### config.mk
export PLATFORM = sky130hd
export DESIGN_NAME = gf2m_dot_seq_flat
export DESIGN_NICKNAME = d
export VERILOG_FILES = /design/src/rtl/gf2m_dot_seq_if.sv /design/src/rtl/gf2m_dot_seq.sv /design/src/flat_wrapper.sv
export SDC_FILE = /design/constraint.sdc
export NUM_CORES = 1
export LEC_CHECK = 0
export ABC_CLOCK_PERIOD_IN_PS = 12690
export BUFFER_PORTS_ARGS = -buffer_cell sky130_fd_sc_hd__buf_2
export CORE_MARGIN = 2
export CORE_UTILIZATION = 25
export CTS_BUF_LIST = sky130_fd_sc_hd__clkbuf_8 sky130_fd_sc_hd__clkbuf_16
export DETAILED_ROUTE_END_ITERATION = 16
export PLACE_DENSITY = 0.48
export SYNTH_ARGS = -nofsm -noshare
export SYNTH_HDL_FRONTEND = slang
export SYNTH_SLANG_ARGS = --single-unit
### constraint.sdc
create_clock -name clk -period 12.69 [get_ports clk]
set_input_delay 3.1725 -clock clk [delete_from_list [all_inputs] [get_ports clk]]
set_output_delay 3.1725 -clock clk [all_outputs]
set_load 0.02 [all_outputs]
### src/rtl/gf2m_dot_seq_if.sv
// ---------------------------------------------------------------------------
// gf2m_dot_seq_if
//
// Bundles the request, operand-memory and multiplier signals of
// gf2m_dot_seq. Clock and reset are plain ports on the engine itself.
//
//   slave  : the dot-product engine (gf2m_dot_seq)
//   master : its environment (requester, operand memory, multiplier)
//
// Signals:
//   start, len           request to run a dot product of len elements
//   busy, done, result   engine status and the XOR-sum of a[i]*b[i]
//   rd_en, rd_addr       operand memory read strobe and index
//   rd_a_data, rd_b_data operands a[i], b[i], valid one cycle after rd_en
//   mul_start            one-cycle start pulse to the GF(2^m) multiplier
//   mul_op_a, mul_op_b   multiplier operands, stable until mul_done
//   mul_done, mul_op_c   multiplier completion pulse and product
// ---------------------------------------------------------------------------
interface gf2m_dot_seq_if #(
  parameter int WIDTH  = 83,
  parameter int ADDR_W = 6
);
  logic              start;
  logic [ADDR_W-1:0] len;
  logic              busy;
  logic              done;
  logic [WIDTH-1:0]  result;
  logic              rd_en;
  logic [ADDR_W-1:0] rd_addr;
  logic [WIDTH-1:0]  rd_a_data;
  logic [WIDTH-1:0]  rd_b_data;
  logic              mul_start;
  logic [WIDTH-1:0]  mul_op_a;
  logic [WIDTH-1:0]  mul_op_b;
  logic              mul_done;
  logic [WIDTH-1:0]  mul_op_c;

  modport slave (
    input  start, len, rd_a_data, rd_b_data, mul_done, mul_op_c,
    output busy, done, result, rd_en, rd_addr, mul_start, mul_op_a, mul_op_b
  );

  modport master (
    output start, len, rd_a_data, rd_b_data, mul_done, mul_op_c,
    input  busy, done, result, rd_en, rd_addr, mul_start, mul_op_a, mul_op_b
  );
endinterface

### src/rtl/gf2m_dot_seq.sv
// ---------------------------------------------------------------------------
// gf2m_dot_seq
//
// Sequential GF(2^WIDTH) dot product: result = XOR over i < len of
// a[i]*b[i]. Operands are read from an external memory with one cycle of
// read latency. Each product comes from an external multiplier driven
// through a start/done handshake.
//
// Ports:
//   clk  rising-edge clock
//   rst  asynchronous, active-high reset
//   bus  gf2m_dot_seq_if.slave, carrying start/len/busy/done/result, the
//        rd_* memory port and the mul_* multiplier port
//
// Optional feature (macro GF2M_DOT_PREFETCH_EN):
//   While element i is being multiplied, element i+1 is read into a
//   prefetch register. On mul_done the multiplier operands reload from
//   that register, which skips the FETCH/LOAD round trip. If the prefetch
//   has not landed by mul_done, the normal FETCH path is used instead.
//   The result is the same with and without the feature.
// ---------------------------------------------------------------------------
module gf2m_dot_seq #(
  parameter int WIDTH  = 83,
  parameter int ADDR_W = 6
) (
  input  logic                clk,
  input  logic                rst,
  gf2m_dot_seq_if.slave       bus
);

  typedef enum logic [2:0] {IDLE, FETCH, LOAD, WAIT, FIN} state_t;

  state_t            state;
  logic [ADDR_W-1:0] len_q;
  logic [ADDR_W-1:0] idx;
  logic [WIDTH-1:0]  acc;
  logic [WIDTH-1:0]  result_q;
  logic              busy_q;
  logic              done_q;
  logic              rd_en_q;
  logic [ADDR_W-1:0] rd_addr_q;
  logic              mul_start_q;
  logic [WIDTH-1:0]  op_a_q;
  logic [WIDTH-1:0]  op_b_q;
  logic [ADDR_W-1:0] idx_nxt;

`ifdef GF2M_DOT_PREFETCH_EN
  logic [WIDTH-1:0]  pf_a;
  logic [WIDTH-1:0]  pf_b;
  logic              pf_pend;  // prefetch read data arrives this cycle
  logic              pf_full;  // prefetch register holds element idx+1
  logic              pf_hit;   // LOAD must keep the operands taken from pf_*
`endif

  // Termination compares idx+1 against len, so idx never wraps.
  assign idx_nxt = idx + 1'b1;

  // NOTE: all state here is sequential and uses non-blocking assignments,
  // so every register samples pre-edge values regardless of statement order.
  always_ff @(posedge clk or posedge rst) begin
    if (rst) begin
      state       <= IDLE;
      len_q       <= '0;
      idx         <= '0;
      acc         <= '0;
      result_q    <= '0;
      busy_q      <= 1'b0;
      done_q      <= 1'b0;
      rd_en_q     <= 1'b0;
      rd_addr_q   <= '0;
      mul_start_q <= 1'b0;
      op_a_q      <= '0;
      op_b_q      <= '0;
`ifdef GF2M_DOT_PREFETCH_EN
      pf_a        <= '0;
      pf_b        <= '0;
      pf_pend     <= 1'b0;
      pf_full     <= 1'b0;
      pf_hit      <= 1'b0;
`endif
    end else begin
      // NOTE: strobes default low every cycle; a state raises one only for
      // the single cycle it is needed, which makes every strobe a one-cycle pulse.
      done_q      <= 1'b0;
      rd_en_q     <= 1'b0;
      mul_start_q <= 1'b0;

      case (state)
        IDLE: begin
          if (bus.start) begin
            len_q  <= bus.len;
            idx    <= '0;
            acc    <= '0;
            busy_q <= 1'b1;
            if (bus.len == '0) begin
              state <= FIN;
            end else begin
              state     <= FETCH;
              rd_en_q   <= 1'b1;
              rd_addr_q <= '0;
            end
          end
        end

        // rd_en was raised on entry; the read data is valid during LOAD.
        FETCH: state <= LOAD;

        LOAD: begin
`ifdef GF2M_DOT_PREFETCH_EN
          if (!pf_hit) begin
            op_a_q <= bus.rd_a_data;
            op_b_q <= bus.rd_b_data;
          end
          pf_hit <= 1'b0;
`else
          op_a_q <= bus.rd_a_data;
          op_b_q <= bus.rd_b_data;
`endif
          mul_start_q <= 1'b1;
          state       <= WAIT;
        end

        WAIT: begin
`ifdef GF2M_DOT_PREFETCH_EN
          // Issue the read of element idx+1 in the cycle after mul_start,
          // but never beyond the last element.
          if (mul_start_q && (idx_nxt != len_q)) begin
            rd_en_q   <= 1'b1;
            rd_addr_q <= idx_nxt;
          end
          pf_pend <= rd_en_q;
          if (pf_pend) begin
            pf_a    <= bus.rd_a_data;
            pf_b    <= bus.rd_b_data;
            pf_full <= 1'b1;
          end
`endif
          if (bus.mul_done) begin
            acc <= acc ^ bus.mul_op_c;
            idx <= idx_nxt;
            if (idx_nxt == len_q) begin
              state <= FIN;
`ifdef GF2M_DOT_PREFETCH_EN
            end else if (pf_full) begin
              op_a_q <= pf_a;
              op_b_q <= pf_b;
              pf_hit <= 1'b1;
              state  <= LOAD;
`endif
            end else begin
              state     <= FETCH;
              rd_en_q   <= 1'b1;
              rd_addr_q <= idx_nxt;
            end
`ifdef GF2M_DOT_PREFETCH_EN
            pf_full <= 1'b0;
            pf_pend <= 1'b0;
`endif
          end
        end

        FIN: begin
          result_q <= acc;
          done_q   <= 1'b1;
          busy_q   <= 1'b0;
          state    <= IDLE;
        end

        default: state <= IDLE;
      endcase
    end
  end

  assign bus.busy      = busy_q;
  assign bus.done      = done_q;
  assign bus.result    = result_q;
  assign bus.rd_en     = rd_en_q;
  assign bus.rd_addr   = rd_addr_q;
  assign bus.mul_start = mul_start_q;
  assign bus.mul_op_a  = op_a_q;
  assign bus.mul_op_b  = op_b_q;

endmodule

### src/flat_wrapper.sv
// flat-port wrapper written by rule: the top's interface ports become plain ports
module gf2m_dot_seq_flat 
#(
  parameter int WIDTH  = 83,
  parameter int ADDR_W = 6
)
  (clk, rst, bus_start, bus_len, bus_rd_a_data, bus_rd_b_data, bus_mul_done, bus_mul_op_c, bus_busy, bus_done, bus_result, bus_rd_en, bus_rd_addr, bus_mul_start, bus_mul_op_a, bus_mul_op_b);
  gf2m_dot_seq_if #(.WIDTH(WIDTH), .ADDR_W(ADDR_W)) bus_i ();
  input  logic clk;
  input  logic rst;
  input wire logic [$bits(bus_i.start)-1:0] bus_start;
  input wire logic [$bits(bus_i.len)-1:0] bus_len;
  input wire logic [$bits(bus_i.rd_a_data)-1:0] bus_rd_a_data;
  input wire logic [$bits(bus_i.rd_b_data)-1:0] bus_rd_b_data;
  input wire logic [$bits(bus_i.mul_done)-1:0] bus_mul_done;
  input wire logic [$bits(bus_i.mul_op_c)-1:0] bus_mul_op_c;
  output wire logic [$bits(bus_i.busy)-1:0] bus_busy;
  output wire logic [$bits(bus_i.done)-1:0] bus_done;
  output wire logic [$bits(bus_i.result)-1:0] bus_result;
  output wire logic [$bits(bus_i.rd_en)-1:0] bus_rd_en;
  output wire logic [$bits(bus_i.rd_addr)-1:0] bus_rd_addr;
  output wire logic [$bits(bus_i.mul_start)-1:0] bus_mul_start;
  output wire logic [$bits(bus_i.mul_op_a)-1:0] bus_mul_op_a;
  output wire logic [$bits(bus_i.mul_op_b)-1:0] bus_mul_op_b;
  assign bus_i.start = bus_start;
  assign bus_i.len = bus_len;
  assign bus_i.rd_a_data = bus_rd_a_data;
  assign bus_i.rd_b_data = bus_rd_b_data;
  assign bus_i.mul_done = bus_mul_done;
  assign bus_i.mul_op_c = bus_mul_op_c;
  assign bus_busy = bus_i.busy;
  assign bus_done = bus_i.done;
  assign bus_result = bus_i.result;
  assign bus_rd_en = bus_i.rd_en;
  assign bus_rd_addr = bus_i.rd_addr;
  assign bus_mul_start = bus_i.mul_start;
  assign bus_mul_op_a = bus_i.mul_op_a;
  assign bus_mul_op_b = bus_i.mul_op_b;
  gf2m_dot_seq #(.WIDTH(WIDTH), .ADDR_W(ADDR_W)) u_core (.clk(clk), .rst(rst), .bus(bus_i));
endmodule
==> results.json, run 1 <==
{
  "path_class": "in2reg",
  "routed_wl_mm": 43.4,
  "synth_cell_types": 42,
  "slew_violations": 0,
  "tightest_slew_ns": 1.05,
  "grt_use_total": 0.144,
  "vias_per_cell": 4.16,
  "dieArea_sq_um": 58100,
  "wire_per_inst_um": 17.5,
  "yosys_warnings": 0,
  "setup_viol": 0,
  "critPathRequiredTime_ns": 13.09,
  "via_count": 10300,
  "hold_path.class": "reg2reg",
  "drcViolationCount": 0,
  "ctsHoldBuffers": 0,
  "p_leak_nw": 9.56,
  "initial_core_util": 0.254,
  "antenna_found_initial": 26,
  "grt.overflow.total": 0,
  "die_h_um": 241,
  "finalInstanceArea_sq_um": 18800,
  "synth_top_area_frac": 0.636,
  "setup_tns_ns": 0,
  "die_w_um": 241,
  "synthToLayoutAreaGrowth_pct": 33.8,
  "top_usage_layer": "met2",
  "drt-pass1-iter-count": 6,
  "cts_tree": "yes",
  "slew_headroom": 0.297,
  "n_fill_cell": 5745,
  "grt_max_degree": 162,
  "cts.repair.resized": 0,
  "nets": 1954,
  "fmax_ghz": 0.222,
  "grt_pass1_vias": 10600,
  "synthTopCellsByArea": "dfrtp_1, mux2_2, nand2_1, xor2_1, nor2_1",
  "ctsRootBufferMaster": "clkbuf_16",
  "synth_edf_count": 0,
  "arrival_ns": 4.91,
  "syn_inst": 1182,
  "skew_ns": 0.0256,
  "synth-seq-cells": 357,
  "gp_congestion": 0.772,
  "cts_buffers": 42,
  "postCtsSetupBuffers": 0,
  "seq_area_frac_synth": 0.636,
  "finalHoldViolations": 0,
  "min_path_cells": 2,
  "ant_nets": 0,
  "placed_cell_area_sq_um": 17400,
  "cp_max_fo": 86,
  "grt.met1_usage": 0.161,
  "synth_ff_type": "dfrtp_1",
  "synth.avg_cell_area_sq_um": 11.9,
  "syn-num-nets": 1442,
  "worstRegToRegCells": 6,
  "period_needed_ns": 4.51,
  "cts_buffer_depth": 3,
  "synthesis.area_sq_um": 14000,
  "insertion_delay_ns": 0.57,
  "critPathCaptureType": "flip-flop",
  "cap_viol_max_count": 0,
  "synth_top_cell_by_area": "dfrtp_1",
  "rsz0062_at_grt": "false",
  "status": "finished, final reports clean",
  "gr-usage-met3": 0.0676,
  "grt_use_met2": 0.244,
  "ir_drop_uv": 137,
  "first_iter_violations": 372,
  "htreeDepth": 2,
  "core_region_area_sq_um": 55300,
  "finalCritPeriodShare": 0.355,
  "cts.sinks": 357,
  "powerDensity_nw_per_um2": 269,
  "num_rows": 86,
  "dpl.hpwl_mm": 31.1,
  "cp-start-kind": "input port",
  "grt_pass1_wl_mm": 63.6,
  "io_buffers": 517,
  "synthArstFlopShare": 1.00,
  "drive_above_1_share": 0.444,
  "path_clk_slew_ns": 0.06,
  "io-pin-count": 518
}
logic make-up after synthesis:
logic type | after synthesis | synth area share
flip-flops | 357 | 0.636
multiplexers | 170 | 0.136
AO/OA/AOI/OAI | 18 | 0.00936
AND/OR/NAND/NOR | 479 | 0.133
adder cells (fa/ha/maj) | 1 | 0.000891
XOR/XNOR | 94 | 0.0616
buffers and inverters | 63 | 0.0231
cell type report:
cell class / instances / area (sq um) / share of cell area
flip-flops and latches: 357 / 8930 / 0.476
multi-input cells: 762 / 4800 / 0.256
repair buffers: 525 / 2690 / 0.143
clock buffers: 51 / 1170 / 0.0626
well taps: 748 / 936 / 0.0498
clock inverters: 25 / 194 / 0.0103
inverters: 6 / 26.3 / 0.00140
diodes: 10 / 25.0 / 0.00133
where the power goes:
part,internal [mW],switching (mW),total [mW]
sequential,1.65,0.288,1.94
clock,0.699,0.493,1.19
combinational,0.782,1.13,1.92
worst max-delay path, stage by stage:
cell	delay (ns)
buf_2	0.10
nor3b_2	0.23
o21ba_4	0.15
buf_4	0.70
nand2_1	0.19
xor2_1	0.19
nor2_1	0.05
cells in the mapped netlist, drive strengths merged, types with 3 or more instances:
cell type,count
nand2,367
dfrtp,357
mux2,166
nor2,89
xor2,86
buf,40
clkbuf,17
inv,6
o21ai,6
xnor2,5
mux2i,4
nand3,4
nor3,4
xnor3,3
routing by layer:
layer  part of all wire  wire length (um)
met5             0.0034               148
met4              0.027              1150
met3               0.11              4800
met2               0.48             20900
met1               0.38             16400
flip-flops by register name, summed over array words and instances, names as in the netlist:
| register | flops |
|---|---|
| u_core.state | 3 |
| u_core.bus.mul_start | 1 |
| u_core.bus.mul_op_a | 83 |
| u_core.acc | 83 |
| u_core.idx | 6 |
| u_core.bus.mul_op_b | 83 |
| u_core.bus.result | 83 |
| u_core.bus.rd_addr | 6 |
| u_core.bus.rd_en | 1 |
| u_core.len_q | 6 |
| u_core.bus.done | 1 |
| u_core.bus.busy | 1 |
per-stage QoR:
| step | cells | total power [mW] | setup slack (ns) | util | hold WS [ns] |
|---|---|---|---|---|---|
| finish | 2484 | 5.05 | 8.18 | 0.340 | 0.458 |
| global route | 2479 | 5.40 | 8.04 | 0.339 | 0.490 |
| CTS | 2474 | 5.14 | 8.18 | 0.339 | 0.455 |
| detailed placement | 2398 | 3.91 | 7.59 | 0.314 | 0.457 |
| global placement | 2398 | 3.87 | 7.64 | 0.314 | 0.455 |
| floorplan | 1182 | 3.22 | 4.73 | - | 0.459 |
layout by cell type (no fill, tap or decap), types with 5 or more instances in the layout:
cell type  netlist  layout
nor2_1          88      88
nand2_1        367     366
xor2_1          86      86
dfrtp_1        357     357
clkbuf_16        0      42
xnor2_1          5       5
diode_2          0      10
clkinv_2         0       6
buf_2           31     517
mux2_2         166     166
inv_1            6      14
o21ai_0          6       6
clkbuf_8         0       9
buf_4            3       5
path summary, 6_finish.rpt:
check | start | to | slack, ns
max | bus_start | u_core.acc[14]$_DFFE_PP0P_ | 8.18
min | u_core.acc[13]$_DFFE_PP0P_ | u_core.bus.result[13]$_DFFE_PP0P_ | 0.46
max reg2reg | u_core.state[0]$_DFFE_PP0P_ | u_core.bus.result[51]$_DFFE_PP0P_ | 10.26
min reg2reg | u_core.acc[13]$_DFFE_PP0P_ | u_core.bus.result[13]$_DFFE_PP0P_ | 0.46
max in group asynchronous | rst | u_core.bus.mul_op_b[7]$_DFFE_PP0P_ | 8.42
min in group asynchronous | rst | u_core.bus.result[15]$_DFFE_PP0P_ | 2.84
Power figures use the tool's default switching activity.
==> run 2: changes to the inputs <==
ABC_CLOCK_PERIOD_IN_PS = 4450   (was 12690)
PLACE_DENSITY = 0.46   (was 0.48)
clock period = 4.45 ns   (was 12.69 ns; I/O delays follow)
==> results.json, run 2 (synthesis gave the netlist of run 1 again) <==
{
  "arrival_ns": 3.13,
  "die_w_um": 241,
  "setup_viol": 0,
  "rsz0062_at_grt": "false",
  "ir_drop_uv": 266,
  "path_delay_family": "buffers and inverters",
  "grt.met1_usage": 0.165,
  "cts_tree": "yes",
  "p_leak_nw": 9.66,
  "htreeDepth": 2,
  "cpMostUsedCell": "nand2_1",
  "cap_viol_max_count": 0,
  "final_cell_mix": "buf_2, nand2_1, dfrtp_1, mux2_2, nor2_1",
  "grt.overflow.total": 0,
  "powerDensity_nw_per_um2": 767,
  "drive_above_1_share": 0.448,
  "cts.repair.resized": 0,
  "crit_start": "u_core.state[0]$_DFFE_PP0P_",
  "postCtsSetupBuffers": 0,
  "fmax_ghz": 0.372,
  "io_buffers": 517,
  "ctsRootBufferMaster": "clkbuf_16",
  "drt-pass1-iter-count": 4,
  "skew_ns": 0.0255,
  "hold_path.class": "reg2reg",
  "initial_core_util": 0.254,
  "routed_wl_mm": 42.9,
  "cp-start-kind": "flip-flop",
  "dieArea_sq_um": 58100,
  "gr-usage-met3": 0.0615,
  "ctsHoldBuffers": 0,
  "grt_use_total": 0.143,
  "status": "finished, final reports clean",
  "grt_use_met2": 0.242,
  "path_clk_slew_ns": 0.06,
  "path_class": "reg2reg",
  "wire_per_inst_um": 17.2,
  "crit_buf_inv": 2,
  "slew_violations": 0,
  "crit_slowest_cell": "clkinv_2",
  "vias_per_cell": 4.11,
  "final_common_cell": "buf_2",
  "grt_pass1_vias": 10400,
  "top_usage_layer": "met2",
  "finalHoldViolations": 0,
  "via_count": 10200,
  "gp_congestion": 0.753,
  "first_iter_violations": 388,
  "finalCritPeriodShare": 0.605,
  "critPathRequiredTime_ns": 4.89,
  "tightest_slew_ns": 0.799,
  "holdCritStartpoint": "u_core.bus.result[14]$_DFFE_PP0P_",
  "synthToLayoutAreaGrowth_pct": 35.3,
  "r2r-start": "u_core.state[0]$_DFFE_PP0P_",
  "grt_pass1_wl_mm": 62.9,
  "period_needed_ns": 2.69,
  "drcViolationCount": 0,
  "cts_buffers": 43,
  "cp_max_fo": 40,
  "dpl.hpwl_mm": 31.0,
  "crit_chain": "nor2_1 > nand2_4 > clkinv_2 > buf_4 > nand2_1 > nand2_1",
  "slew_headroom": 0.466,
  "die_h_um": 241,
  "nets": 1965,
  "cts_buffer_depth": 3,
  "antenna_found_initial": 22,
  "p_total_mw": 14.6,
  "grt_max_degree": 92,
  "core_region_area_sq_um": 55300,
  "critPathCaptureType": "flip-flop",
  "critPathMaxStageDelay_ns": 0.67,
  "cts.sinks": 357,
  "utilization": 0.343,
  "insertion_delay_ns": 0.57,
  "ant_nets": 0,
  "io-pin-count": 518,
  "num_rows": 86
}
## run 2: cell count changes in the layout (fill, tap and decap cells not counted), sizes merged
cell | previous run | this run
clkinv | 7 | 10
inv | 19 | 13
buf | 525 | 535
clkinvlp | 3 | 2
bufinv | 2 | 5
clkbuf | 51 | 50
diode | 10 | 7
## run 2: final timing paths
kind                                                  endpoint  slack, ns  cells past startpoint
setup / recovery             u_core.bus.result[20]$_DFFE_PP0P_       1.76                      6
hold reg to reg              u_core.bus.result[14]$_DFFE_PP0P_       0.46                      2
hold / removal               u_core.bus.result[14]$_DFFE_PP0P_       0.46                      2
max in group asynchronous  u_core.bus.mul_op_a[53]$_DFFE_PP0P_       2.73                      4
min in group asynchronous    u_core.bus.rd_addr[1]$_DFFE_PP0P_       0.69                      2
setup reg to reg             u_core.bus.result[20]$_DFFE_PP0P_       1.76                      6
## run 2: cell type report
class | instances | area, sq um
Antenna cell | 7 | 17.5
Timing Repair Buffer | 535 | 2840
Sequential cell | 357 | 8930
Clock buffer | 50 | 1180
Clock inverter | 24 | 253
Multi-Input combinational cell | 762 | 4800
Tap cell | 748 | 936
Fill cell | 5682 | 36300
Inverter | 6 | 27.5
## run 2: worst register-to-register path: stages, from the launching register on
cell	delay, ns
dfrtp_1	0.55
nor2_1	0.17
nand2_4	0.42
clkinv_2	0.71
buf_4	0.50
nand2_1	0.15
nand2_1	0.05
## run 2: metrics by stage
step                      TNS (ns)  area [sq um]  std cells  hold slack (ns)  worst slack, ns
after detailed placement         0         17500       2408            0.457             1.57
after global routing             0         19000       2484            0.484             1.52
after floorplan            -516.51         14000       1182            0.459            -1.45
final                            0         19000       2489            0.464             1.76
after global placement           0         17500       2408            0.455             1.65
after CTS                        0         19000       2482            0.472             1.62
## run 2: report_power, final
part           total [mW]  leakage [nW]  internal, mW  switching [mW]
logic                5.48          4.51          2.25            3.22
registers            5.52          4.41          4.71           0.804
clock network        3.57         0.742          2.18            1.39
## run 2: layer usage
| metal | vias to the layer above | routed length, um |
|---|---|---|
| met4 | 10 | 856 |
| met3 | 73 | 4230 |
| met1 | 4937 | 16900 |
| met2 | 370 | 20800 |
| met5 | - | 56 |
| li1 | 4851 | - |
